File: config.mk
export PLATFORM = sky130hd
export DESIGN_NAME = host_readout_engine
export DESIGN_NICKNAME = d
export VERILOG_FILES = /design/src/rtl/host_if_pkg.sv /design/src/rtl/host_readout_engine.sv
export SDC_FILE = /design/constraint.sdc
export NUM_CORES = 1
export LEC_CHECK = 0
export CAP_MARGIN = 10
export CORE_MARGIN = 5
export CORE_UTILIZATION = 45
export DETAILED_ROUTE_END_ITERATION = 12
export GPL_TIMING_DRIVEN = 0
export HOLD_SLACK_MARGIN = 0.15
export PLACE_DENSITY = 0.77
export SETUP_SLACK_MARGIN = 0.3
export SLEW_MARGIN = 20
export SYNTH_ARGS = -nofsm -noshare
export SYNTH_HDL_FRONTEND = slang
export SYNTH_SLANG_ARGS = --single-unit
export TNS_END_PERCENT = 1
File: constraint.sdc
create_clock -name clk -period 5.7 [get_ports clk]
set_input_delay 0.855 -clock clk [delete_from_list [all_inputs] [get_ports clk]]
set_output_delay 0.855 -clock clk [all_outputs]
set_load 0.005 [all_outputs]
File: src/rtl/host_if_pkg.sv
// Shared definitions for the host readout path: FSM state encoding and the
// DDR user-port read opcode driven by the frame-buffer arbiter.
package host_if_pkg;

  typedef enum logic [2:0] {
    IDLE  = 3'd0,
    FLUSH = 3'd1,
    ISSUE = 3'd2,
    DATA  = 3'd3,
    DONE  = 3'd4,
    DRAIN = 3'd5
  } state_t;

  localparam logic [2:0] MEM_CMD_INSTR_RD = 3'b001;

endpackage

File: src/rtl/host_readout_engine.sv
// Streams one frame region from DDR into the host pipe-out FIFO, one burst
// outstanding at a time, only when the FIFO can take the whole burst.
module host_readout_engine
  import host_if_pkg::*;
#(
  parameter int DW           = 64,
  parameter int ADDR_W       = 30,
  parameter int COUNT_W      = 24,
  parameter int BURST_WORDS  = 64,
  parameter int OB_DEPTH     = 512,
  parameter int OBC_W        = 10,
  parameter int FLUSH_CYCLES = 4
) (
  input  logic               clk,
  input  logic               reset_clk,
  input  logic               readout_start,
  input  logic               readout_abort,
  input  logic [ADDR_W-1:0]  readout_addr,
  input  logic [COUNT_W-1:0] readout_count,
  output logic               busy,
  output logic               done,
  output logic               mem_cmd_en,
  output logic [ADDR_W-1:0]  mem_cmd_byte_addr,
  output logic [5:0]         mem_cmd_bl,
  input  logic               mem_cmd_full,
  output logic               mem_rd_en,
  input  logic [DW-1:0]      mem_rd_data,
  input  logic               mem_rd_empty,
  output logic               ob_rst,
  output logic               ob_wr_en,
  output logic [DW-1:0]      ob_din,
  input  logic [OBC_W-1:0]   ob_count
);

  localparam int BPW    = DW / 8;
  localparam int BPW_SH = $clog2(BPW);
  localparam int BL_W   = $clog2(BURST_WORDS) + 1;
  localparam int FC_W   = $clog2(FLUSH_CYCLES + 1);

  state_t              r_state;
  logic [ADDR_W-1:0]   r_cur_addr;
  logic [COUNT_W-1:0]  r_rem_words;
  logic [BL_W-1:0]     r_burst_left;
  logic [FC_W-1:0]     r_flush_cnt;
  logic                r_busy;
  logic                r_done;
  logic                r_ob_rst;
  logic                r_cmd_en;
  logic [ADDR_W-1:0]   r_cmd_addr;
  logic [5:0]          r_cmd_bl;
  logic                r_ob_wr_en_p1;
  logic [DW-1:0]       r_ob_din_p1;

  logic [COUNT_W-1:0]  w_words_total;
  logic [BL_W-1:0]     w_bw;
  logic                w_room;
  logic                w_pop;
  logic                w_last_pop;

  assign w_words_total = readout_count >> BPW_SH;
  assign w_bw = (r_rem_words < COUNT_W'(BURST_WORDS)) ? BL_W'(r_rem_words)
                                                       : BL_W'(BURST_WORDS);
  assign w_room = (32'(ob_count) + 32'(w_bw)) <= 32'(OB_DEPTH);

  // Pops are gated by burst_left so DATA and DRAIN never over-read a burst.
  assign w_pop = ((r_state == DATA) || (r_state == DRAIN)) && !mem_rd_empty
                 && (r_burst_left != '0);
  assign w_last_pop = w_pop && (r_burst_left == BL_W'(1));

  assign mem_rd_en         = w_pop;
  assign busy              = r_busy;
  assign done              = r_done;
  assign ob_rst            = r_ob_rst;
  assign mem_cmd_en        = r_cmd_en;
  assign mem_cmd_byte_addr = r_cmd_addr;
  assign mem_cmd_bl        = r_cmd_bl;
  assign ob_wr_en          = r_ob_wr_en_p1;
  assign ob_din            = r_ob_din_p1;

  always_ff @(posedge clk or posedge reset_clk) begin
    if (reset_clk) begin
      r_state       <= IDLE;
      r_cur_addr    <= '0;
      r_rem_words   <= '0;
      r_burst_left  <= '0;
      r_flush_cnt   <= '0;
      r_busy        <= 1'b0;
      r_done        <= 1'b0;
      r_ob_rst      <= 1'b1;
      r_cmd_en      <= 1'b0;
      r_cmd_addr    <= '0;
      r_cmd_bl      <= '0;
      r_ob_wr_en_p1 <= 1'b0;
      r_ob_din_p1   <= '0;
    end else begin
      r_cmd_en <= 1'b0;
      r_done   <= 1'b0;
      // Stage p1: the word popped this cycle lands in the FIFO next cycle;
      // words popped on or after an abort are discarded.
      r_ob_wr_en_p1 <= w_pop && (r_state == DATA) && !readout_abort;
      if (w_pop) begin
        r_ob_din_p1  <= mem_rd_data;
        r_burst_left <= r_burst_left - 1'b1;
      end
      unique case (r_state)
        IDLE: begin
          if (readout_start && !readout_abort) begin
            r_cur_addr  <= readout_addr;
            r_rem_words <= w_words_total;
            r_flush_cnt <= '0;
            r_busy      <= 1'b1;
            r_state     <= (w_words_total == '0) ? DONE : FLUSH;
          end
        end
        FLUSH: begin
          if (readout_abort) begin
            r_state <= IDLE;
            r_busy  <= 1'b0;
          end else if (r_flush_cnt == FC_W'(FLUSH_CYCLES - 1)) begin
            r_ob_rst <= 1'b0;
            r_state  <= ISSUE;
          end else begin
            r_flush_cnt <= r_flush_cnt + 1'b1;
          end
        end
        ISSUE: begin
          if (readout_abort) begin
            r_state  <= IDLE;
            r_busy   <= 1'b0;
            r_ob_rst <= 1'b1;
          end else if (w_room && !mem_cmd_full) begin
            r_cmd_en     <= 1'b1;
            r_cmd_addr   <= r_cur_addr;
            r_cmd_bl     <= 6'(w_bw - 1'b1);
            r_burst_left <= w_bw;
            r_cur_addr   <= r_cur_addr + (ADDR_W'(w_bw) << BPW_SH);
            r_state      <= DATA;
          end
        end
        DATA: begin
          if (w_pop) r_rem_words <= r_rem_words - 1'b1;
          if (readout_abort) begin
            if (w_last_pop) begin
              r_state  <= IDLE;
              r_busy   <= 1'b0;
              r_ob_rst <= 1'b1;
            end else begin
              r_state <= DRAIN;
            end
          end else if (w_last_pop) begin
            r_state <= (r_rem_words == COUNT_W'(1)) ? DONE : ISSUE;
          end
        end
        DONE: begin
          // The pulse is issued on leaving DONE so a late abort can still cancel it.
          r_done   <= !readout_abort;
          r_state  <= IDLE;
          r_busy   <= 1'b0;
          r_ob_rst <= 1'b1;
        end
        DRAIN: begin
          if (w_last_pop) begin
            r_state  <= IDLE;
            r_busy   <= 1'b0;
            r_ob_rst <= 1'b1;
          end
        end
        default: r_state <= IDLE;
      endcase
    end
  end

endmodule

# ---- Word-level counts from Yosys, hierarchy flattened
# Index checks and enable logic that the tools add are counted.
# W data, S select, Z words.
dict set report totals {
  mem_bits_rw 0
  register_bits 172
  inputBits 134
  output_inout_bits 106
  rom_bits 0
  latch_bits 0
  wordCells 114
  n_memories 0
}
dict set report op_classes {
  n_mux 43
  n_lt_le_gt_ge 2
  div 0
  n_bitwise 1
  n_shift 0
  n_reduce_logical 27
  n_addsub 6
  n_eq_ne 22
  multipliers 0
}
# cell n
set ops {}
lappend ops {{$mux W30} 3}
lappend ops {{$pmux W30 S2} 1}
lappend ops {{$mux W24} 2}
lappend ops {{$pmux W24 S2} 1}
lappend ops {{$mux W3} 14}
lappend ops {{$mux W7} 5}
lappend ops {{$add A30 B10 Y30} 1}
lappend ops {{$eq A24 B1 Y1 const B} 1}
lappend ops {{$logic_not A24 Y1} 1}
lappend ops {{$lt A24 B7 Y1 const B} 1}
lappend ops {{$sub A24 B1 Y24 const B} 1}
lappend ops {{$ne A2 B2 Y1 const B} 10}
lappend ops {{$pmux W3 S5} 1}
lappend ops {{$mux W1} 13}
lappend ops {{$reduce_and A4 Y1} 3}
lappend ops {{$add A10 B7 Y11} 1}
lappend ops {{$le A11 B10 Y1 const B} 1}
lappend ops {{$pmux W1 S5} 2}
lappend ops {{$reduce_and A5 Y1} 2}
lappend ops {{$reduce_bool A5 Y1} 2}
lappend ops {{$eq A3 B2 Y1 const B} 3}
lappend ops {{$ne A3 B3 Y1 const B} 3}
lappend ops {{$eq A7 B1 Y1 const B} 1}
lappend ops {{$logic_and A1 B1 Y1} 7}
lappend ops {{other kinds (15)} 21}

# ---- Longest topological paths before layout
# Gate-level depths: netlist of run 1.
dict set report logic_depth {
  depth_word 8
  mapped_depth 16
  mapped_depth_nobuf 14
}

# ---- Least setup slack after synthesis of run 1
# No wires, ideal clock.
dict set report synth_timing {
  kind {reg-to-reg}
  start {register r_rem_words[8]}
  end {register r_cmd_addr[17], in the netlist mem_cmd_byte_addr[17]}
  slack_ns 1.821
  required_time_ns 5.575
  period_less_slack_ns 3.879
  setup_time_ns 0.125
  path_buffers 2
  arrival_time_ns 3.754
  stages_incl_launch_ff 15
  path_cell_list {dfrtp_1 or4_1 nor3_2 and2_1 buf_4 nand2_1 inv_1 ha_1 fa_1 nor3_1 o2111ai_1 or3_1 o22ai_4 buf_8 mux2_2}
}
dict set report synth_via {
  elab_chain_len 6
}
# element line_no
set synth_lines {}
lappend synth_lines {{from (decl)} host_readout_engine.sv:42} ;# logic [COUNT_W-1:0] r_rem_words;
lappend synth_lines {{from (signal assigned)} host_readout_engine.sv:109} ;# r_rem_words <= w_words_total;
lappend synth_lines {{from (signal assigned)} host_readout_engine.sv:141} ;# if (w_pop) r_rem_words <= r_rem_words - 1'b1;
lappend synth_lines {{$lt A24 B7 Y1} host_readout_engine.sv:61} ;# assign w_bw = (r_rem_words < COUNT_W'(BURST_WORDS)) ? BL_W'(r_rem_words)
lappend synth_lines {{$mux W7} host_readout_engine.sv:61}
lappend synth_lines {{$add A10 B7 Y11} host_readout_engine.sv:63} ;# assign w_room = (32'(ob_count) + 32'(w_bw)) <= 32'(OB_DEPTH);
lappend synth_lines {{$le A11 B10 Y1} host_readout_engine.sv:63}
lappend synth_lines {{$logic_and A1 B1 Y1} host_readout_engine.sv:131} ;# end else if (w_room && !mem_cmd_full) begin
lappend synth_lines {{$reduce_and A3 Y1 (no line)} --}
lappend synth_lines {{to (signal assigned)} host_readout_engine.sv:133} ;# r_cmd_addr <= r_cur_addr;
lappend synth_lines {{to (decl)} host_readout_engine.sv:49} ;# logic [ADDR_W-1:0] r_cmd_addr;
# Every way passes these cells.
# A chain may end at the register's enable or synchronous reset.

# ---- Worst setup path in the final report of run 1
dict set report layout_timing {
  start {register r_rem_words[8]}
  end {register r_cmd_addr[13], in the netlist mem_cmd_byte_addr[13]}
}
# The elaborated chain is that of the path after synthesis.

==> results.md, run 1 <==
- Metal1 wirelength: approximately 13000 um
- Final setup margin: 948.2 ps
- Primary FF master, synth: dfrtp_1
- Fin Setup TNS: 0 ps
- Detailed Routing Iterations Pass 1: 6
- Vias in the first global route: 8592
- Synth async-reset ratio: 1.000
- Unrepaired setup endpoints after global routing: no
- Clock Skew: between 10 and 15 ps
- CTS buffer count: 17
- Worst Setup End Kind: register
- Synth area leaders: dfrtp_1 (46%), nand2_1 (11%), mux2_2 (4.5%)
- N_diodes: 0
- Die width: approximately 150 um
- Die area: 23700 um^2
- Detail Route met2 WL: about 14000 um
- Aggregate global routing overflow: 0
- Net Sw Frac: 0.3856
- First-pass GRT wire length: ~47000 um
- R2r startpoint: r_rem_words[8]$_DFFE_PP0P_
- Arrival time at the worst endpoint: approximately 5000 ps
- FF-to-FF path depth: 15
- Largest net degree at the start of global routing: 32
- Top Layer Used: met5
- Warnings, synthesis: 0
- Slowest-stage cell, CP: or4_1
- GR Util All Layers: 0.2410
- CP Launch Type: register
- CTS clk-pin slew, worst paths: ~70 ps
- Synth top area share: 0.4589
- Syn Inst Count: 1041
- HP Class: register to register
- Placed cell area: between 10000 and 15000 um^2
- Setup bufs post-CTS: 0
- H-Tree Depth: 4
- Top delay family on crit path: simple AND/OR/NAND/NOR gates
- Comb pwr share: 0.448
- # setup viols final: 0
- Worst Setup EP: mem_cmd_byte_addr[13]$_DFFE_PP0P_
- Post-DRT Antenna Nets: 0
- Syn_area_per_cell: around 9 um^2
- Mapped cell area: 9324 um^2
- Fin crit share: 0.8336
- Layout area overhead: 36.39%
- Power Density: ~470 nW/um^2
- Crit-path cells: or4_1 -> nor3_2 -> and2_1 -> buf_4 -> nand2_1 -> inv_1 -> ha_1 -> fa_1 -> a21oi_1 -> o211a_1 -> mux2i_1 -> or3_1 -> o22ai_4 -> buf_8 -> mux2_2
- Slew headroom: 0.3924
- Sink Count: between 150 and 200
- Clock Power Share: 0.188
- Post-route minimum period: ~4800 ps
- Initial Utilization: 0.4593
- HPWL after DPL: 21910 um
- Max Freq: ~0.21 GHz
- Levels on crit path: 15
- P_int: between 3000 and 4000 uW
- Final instance area: roughly 13000 um^2
- Hold_buf cts: 0
- Synth cell types: slightly above 70
- Crit path launch: r_rem_words[8]$_DFFE_PP0P_
- Post-synth EDFFs: 0
- Vias per cell: between 5 and 6
- I/O pins: 240
- Fin nets: 1460
- Worst skew pair latency: 440 ps
- Flop pwr share: 0.364
- Buffers added on ports: between 200 and 250
- Clk buf depth: 2
- Reg-to-Reg End: mem_cmd_byte_addr[13]$_DFFE_PP0P_
- Post_cts resized: 0
- Status: finished clean
- Post-route DRC: 0
- Gp weighted congestion: 0.9108
- CORE AREA: slightly above 20000 um^2
- Worst Path Required: between 6000 and 7000 ps
- Clock Root Buffer: clkbuf_16
- Sequential area share after synthesis: 0.4618
- Net Sw Power: 2299 uW
- Routed vias: 8976
- Crit Path Class: register to register
- Post-DR wirelength/cell: ~18 um
- Top post-synthesis cells by count: nand2_1 (261), dfrtp_1 (171), o21ai_0 (60)
- Drt initial violations: between 800 and 900
- Biggest area consumer among synthesized cells: dfrtp_1
- Share of cells above drive strength 1: 0.09049
- Count leader, synth: nand2_1
- Static Leak: ~0.0055 uW
- Die H: around 150 um
- Final hold vios: 0
- R2r setup slk: about 950 ps
- Max FO, Critical Path: 10
- WL met3: approximately 1900 um
- Detailed Route WL: roughly 29000 um
- Worst-Margin Slew: 904.5 ps
- Dpl ws: between 1000 and 1500 ps
- Max-cap violations: 0
- Worst path bufs/invs: 3
- Max VDD drop: 230.1 uV
- Post-synthesis register bit count: 172
- Syn Nets: between 1000 and 1500
- Worst path max stage delay: 620 ps
- Slew Viols, Final: 0
- Rows: 52
- CTS tree: built
- Initial antenna violation count: 1
worst min-delay path, delay by kind of cell (launching register included):
| kind | cells | cell delay (ps) |
|---|---|---|
| AND/OR/NAND/NOR | 2 | 100 |
| flip-flops | 1 | 340 |
final cells by class:
type	count	area, um^2
Buffer	59	307.8
Clock inverter	15	131.4
Fill cell	1776	7582
Timing Repair Buffer	242	2490
Multi-Input combinational cell	772	4573
Sequential cell	172	4305
Inverter	38	146.4
Clock buffer	17	425.4
Tap cell	270	337.8
metrics by stage:
step           total power (uW)  hold slack [ps]  instances    util
2_1_floorplan              3540            433.1       1041       -
3_3_place_gp               4741            444.7       1547  0.5925
3_5_place_dp               4832            459.1       1553  0.5991
4_1_cts                    5975            473.8       1585  0.6265
5_1_grt                    6374            495.4       1585  0.6265
6_report                   5962            471.7       1585  0.6265
cell families after synthesis:
logic type,share of synthesized area
buf+inv,0.04831
mux,0.06388
simple gates,0.2175
flops,0.4618
compound gates,0.1588
xor+xnor,0.01597
fa+ha+maj,0.03382
per-layer routing:
| layer | up-vias | GRT usage |
|---|---|---|
| met3 | 62 | 0.04609 |
| li1 | 4205 | - |
| met1 | 4304 | 0.3378 |
| met2 | 403 | 0.3758 |
| met5 | - | 0 |
| met4 | 2 | 0.08242 |
sequential cells by signal, indices dropped and copies added, names as in the netlist:
| register | cells |
|---|---|
| ob_wr_en | 1 |
| done | 1 |
| r_state | 3 |
| mem_cmd_bl | 6 |
| busy | 1 |
| r_burst_left | 7 |
| r_cur_addr | 30 |
| mem_cmd_byte_addr | 30 |
| ob_din | 64 |
| r_rem_words | 24 |
| mem_cmd_en | 1 |
| r_flush_cnt | 3 |
| ob_rst | 1 |
power by group through the flow:
| stage | Clock [uW] | Combinational (uW) | Sequential (uW) |
|---|---|---|---|
| global placement | 0 | 2580 | 2160 |
| CTS | 1140 | 2670 | 2160 |
| finish | 1120 | 2670 | 2170 |
| detailed placement | 0 | 2650 | 2180 |
| floorplan | 0 | 1410 | 2130 |
| global route | 1200 | 2940 | 2240 |
worst min-delay path by stage:
stage | endpoint | cells after the start | from
floorplan | r_cur_addr[0]$_DFFE_PP0P_ | 2 | r_cur_addr[0]$_DFFE_PP0P_
global placement | r_cur_addr[0]$_DFFE_PP0P_ | 2 | r_cur_addr[0]$_DFFE_PP0P_
detailed placement | r_cur_addr[1]$_DFFE_PP0P_ | 2 | r_cur_addr[1]$_DFFE_PP0P_
CTS | r_cur_addr[1]$_DFFE_PP0P_ | 2 | r_cur_addr[1]$_DFFE_PP0P_
global route | r_cur_addr[2]$_DFFE_PP0P_ | 2 | r_cur_addr[2]$_DFFE_PP0P_
finish | r_cur_addr[0]$_DFFE_PP0P_ | 2 | r_cur_addr[0]$_DFFE_PP0P_
layout by cell type (no fill, tap or decap), drive strengths merged, types with 4 or more instances in the layout:
cell / count
nand2: 261
clkdlybuf4s50: 236
dfrtp: 171
o21ai: 60
nand3: 51
a21oi: 49
clkbuf: 48
nor2: 44
inv: 44
mux2: 43
buf: 34
nor3: 24
ha: 22
nand4: 15
nor4: 14
and3: 13
a31oi: 12
a22oi: 11
mux2i: 10
a32oi: 10
or3: 9
o211ai: 9
xor2: 9
o21a: 8
xnor2: 8
o22ai: 8
clkinvlp: 6
a21o: 5
a22o: 5
o31ai: 5
nor2b: 4
o31a: 4
nor3b: 4
and2: 4
a31o: 4
o2111ai: 4
Note: power is estimated with default switching activity, not from simulation.
==> run 2, diff against run 1 <==
Clock period 5.7 ns to 4.3 ns, I/O delays scaled along.
==> results.md, run 2 (synthesis gave the netlist of run 1 again) <==
- HPWL after DPL: approximately 22000 um
- Post-DRT Antenna Nets: 0
- Worst Setup EP: r_cur_addr[11]$_DFFE_PP0P_
- First-pass GRT wire length: 46950 um
- Max Freq: between 0.2 and 0.3 GHz
- CTS tree: built
- Worst Setup End Kind: register
- Largest register FFs: 64
- GR Util All Layers: 0.2430
- Comb pwr share: 0.453
- Rows: between 50 and 60
- Top cell by count, worst path: buf_6
- Routed vias: approximately 9000
- Detailed Route WL: 29410 um
- Slowest-stage cell, CP: or4_4
- Hold_buf cts: 0
- Gp weighted congestion: between 0.9 and 1
- Share of cells above drive strength 1: 0.1192
- Commonest non-fill, non-tap cell in the layout: nand2_1
- Largest net degree at the start of global routing: 32
- Worst path bufs/invs: 4
- # setup viols final: 0
- Status: finished clean
- FF-to-FF path depth: 15
- Slew headroom: 0.3940
- Die area: ~24000 um^2
- Final hold vios: 0
- Arrival time at the worst endpoint: ~4300 ps
- CP Launch Type: register
- Non-filler cells, final: approximately 1600
- Slew Viols, Final: 0
- Dpl cells: 1553
- Net Sw Power: around 3100 uW
- Static Leak: ~0.0056 uW
- Layout area overhead: 39.30%
- Max VDD drop: a little under 300 uV
- Hold Slack: 469.7 ps
- Flop pwr share: 0.360
- Worst Path Required: about 4600 ps
- Worst skew pair latency: about 430 ps
- Levels on crit path: 15
- Post-route minimum period: 3998 ps
- Clock Root Buffer: clkbuf_16
- R2r startpoint: r_rem_words[11]$_DFFE_PP0P_
- Die width: approximately 150 um
- Net Sw Frac: 0.3866
- Die H: 153.9 um
- HP Class: register to register
- Crit Path Class: register to register
- Drt initial violations: 832
- Post-DR wirelength/cell: 18.42 um
- Unrepaired setup endpoints after global routing: yes
- Detailed Routing Iterations Pass 1: 7
- Vias in the first global route: around 8700
- Top delay family on crit path: simple AND/OR/NAND/NOR gates
- Fin nets: between 1000 and 1500
- P_int: 4891 uW
- Fin crit share: 0.9298
- Clk buf depth: 2
- R2r setup slk: 300 ps
- H-Tree Depth: 4
- CTS clk-pin slew, worst paths: roughly 70 ps
- Sink Count: around 170
- Vias per cell: ~5.7
- Power Density: approximately 600 nW/um^2
- CORE AREA: between 20000 and 25000 um^2
- Clock Power Share: 0.187
- Post-route DRC: 0
- Most frequent cells in the layout: nand2_1 (260), clkdlybuf4s50_1 (236), dfrtp_1 (171), o21ai_0 (58), nand3_1 (51)
- Clock Skew: around 11 ps
- Aggregate global routing overflow: 0
- Reg-to-Reg End: r_cur_addr[11]$_DFFE_PP0P_
- CTS buffer count: 17
- Crit-path cells: or4_4 -> nor3_4 -> and2_4 -> buf_6 -> nand2_1 -> inv_1 -> ha_1 -> a21o_1 -> a2111oi_2 -> mux2i_2 -> and3_1 -> a22o_1 -> buf_4 -> buf_6 -> a32o_1
- Initial antenna violation count: 1
- Buffers added on ports: roughly 240
- I/O pins: 240
- Worst-Margin Slew: 902.1 ps
- Crit path launch: r_rem_words[11]$_DFFE_PP0P_
- Max FO, Critical Path: 10
- Worst path max stage delay: 580 ps
- Max-cap violations: 0
- Initial Utilization: 0.4593
==> run 2: worst min path at each step <==
| stage | from | end | slack (ps) | cells past startpoint |
|---|---|---|---|---|
| detailed placement | r_cur_addr[1]$_DFFE_PP0P_ | r_cur_addr[1]$_DFFE_PP0P_ | 460 | 2 |
| CTS | r_cur_addr[1]$_DFFE_PP0P_ | r_cur_addr[1]$_DFFE_PP0P_ | 470 | 2 |
| global placement | r_cur_addr[0]$_DFFE_PP0P_ | r_cur_addr[0]$_DFFE_PP0P_ | 440 | 2 |
| finish | r_cur_addr[0]$_DFFE_PP0P_ | r_cur_addr[0]$_DFFE_PP0P_ | 470 | 2 |
| global route | r_cur_addr[2]$_DFFE_PP0P_ | r_cur_addr[2]$_DFFE_PP0P_ | 500 | 2 |
| floorplan | r_cur_addr[0]$_DFFE_PP0P_ | r_cur_addr[0]$_DFFE_PP0P_ | 430 | 2 |
==> run 2: worst register-to-register path, cell delays in order (launching register included) <==
cell	delay, ps
dfrtp_1	390
or4_4	580
nor3_4	240
and2_4	180
buf_6	130
nand2_1	90
inv_1	110
ha_1	310
a21o_1	220
a2111oi_2	450
mux2i_2	160
and3_1	250
a22o_1	230
buf_4	180
buf_6	170
a32o_1	220
==> run 2: power groups by stage <==
stage / combinational (uW) / clock, uW / sequential [uW]
3_3_place_gp: 3430 / 0 / 2860
5_1_grt: 3960 / 1590 / 2970
6_report: 3610 / 1490 / 2870
2_1_floorplan: 1870 / 0 / 2820
4_1_cts: 3580 / 1520 / 2860
3_5_place_dp: 3520 / 0 / 2890
==> run 2: through the flow <==
stage / power, uW / TNS (ps) / setup slack, ps / util / cell area, um^2
finish: 7974 / 0 / 301.9 / 0.6399 / 12990
global route: 8517 / 0 / 213.6 / 0.6397 / 12990
CTS: 7953 / 0 / 317.0 / 0.6316 / 12820
detailed placement: 6405 / -18040 / -390.6 / 0.5991 / 12160
global placement: 6284 / -23720 / -308.6 / 0.5925 / 12030
floorplan: 4693 / 0 / 420.9 / - / 9328
==> run 2: layer usage <==
layer,up-vias,wire length [um],GRT usage
li1,4232,-,-
met1,4327,12770,0.3369
met2,412,13830,0.3773
met3,62,1968,0.04834
met4,2,842,0.09251
met5,-,7,0
==> run 2: layout make-up <==
class | count | area, um^2
timing repair buffer | 253 | 2589
antenna | 1 | 2.502
sequential | 172 | 4305
fill | 1735 | 7311
buffer | 59 | 316.6
inverter | 38 | 146.4
clock inverter | 15 | 131.4
multi-input combinational | 772 | 4735
tap | 270 | 337.8
clock buffer | 17 | 425.4
==> run 2: timing repair <==
item | 4_1_cts | 5_1_grt
setup endpoints to repair | 72 | 72
pin swaps | 4 | 9
gates resized for setup | 12 | 35
buffers inserted | 7 | 4
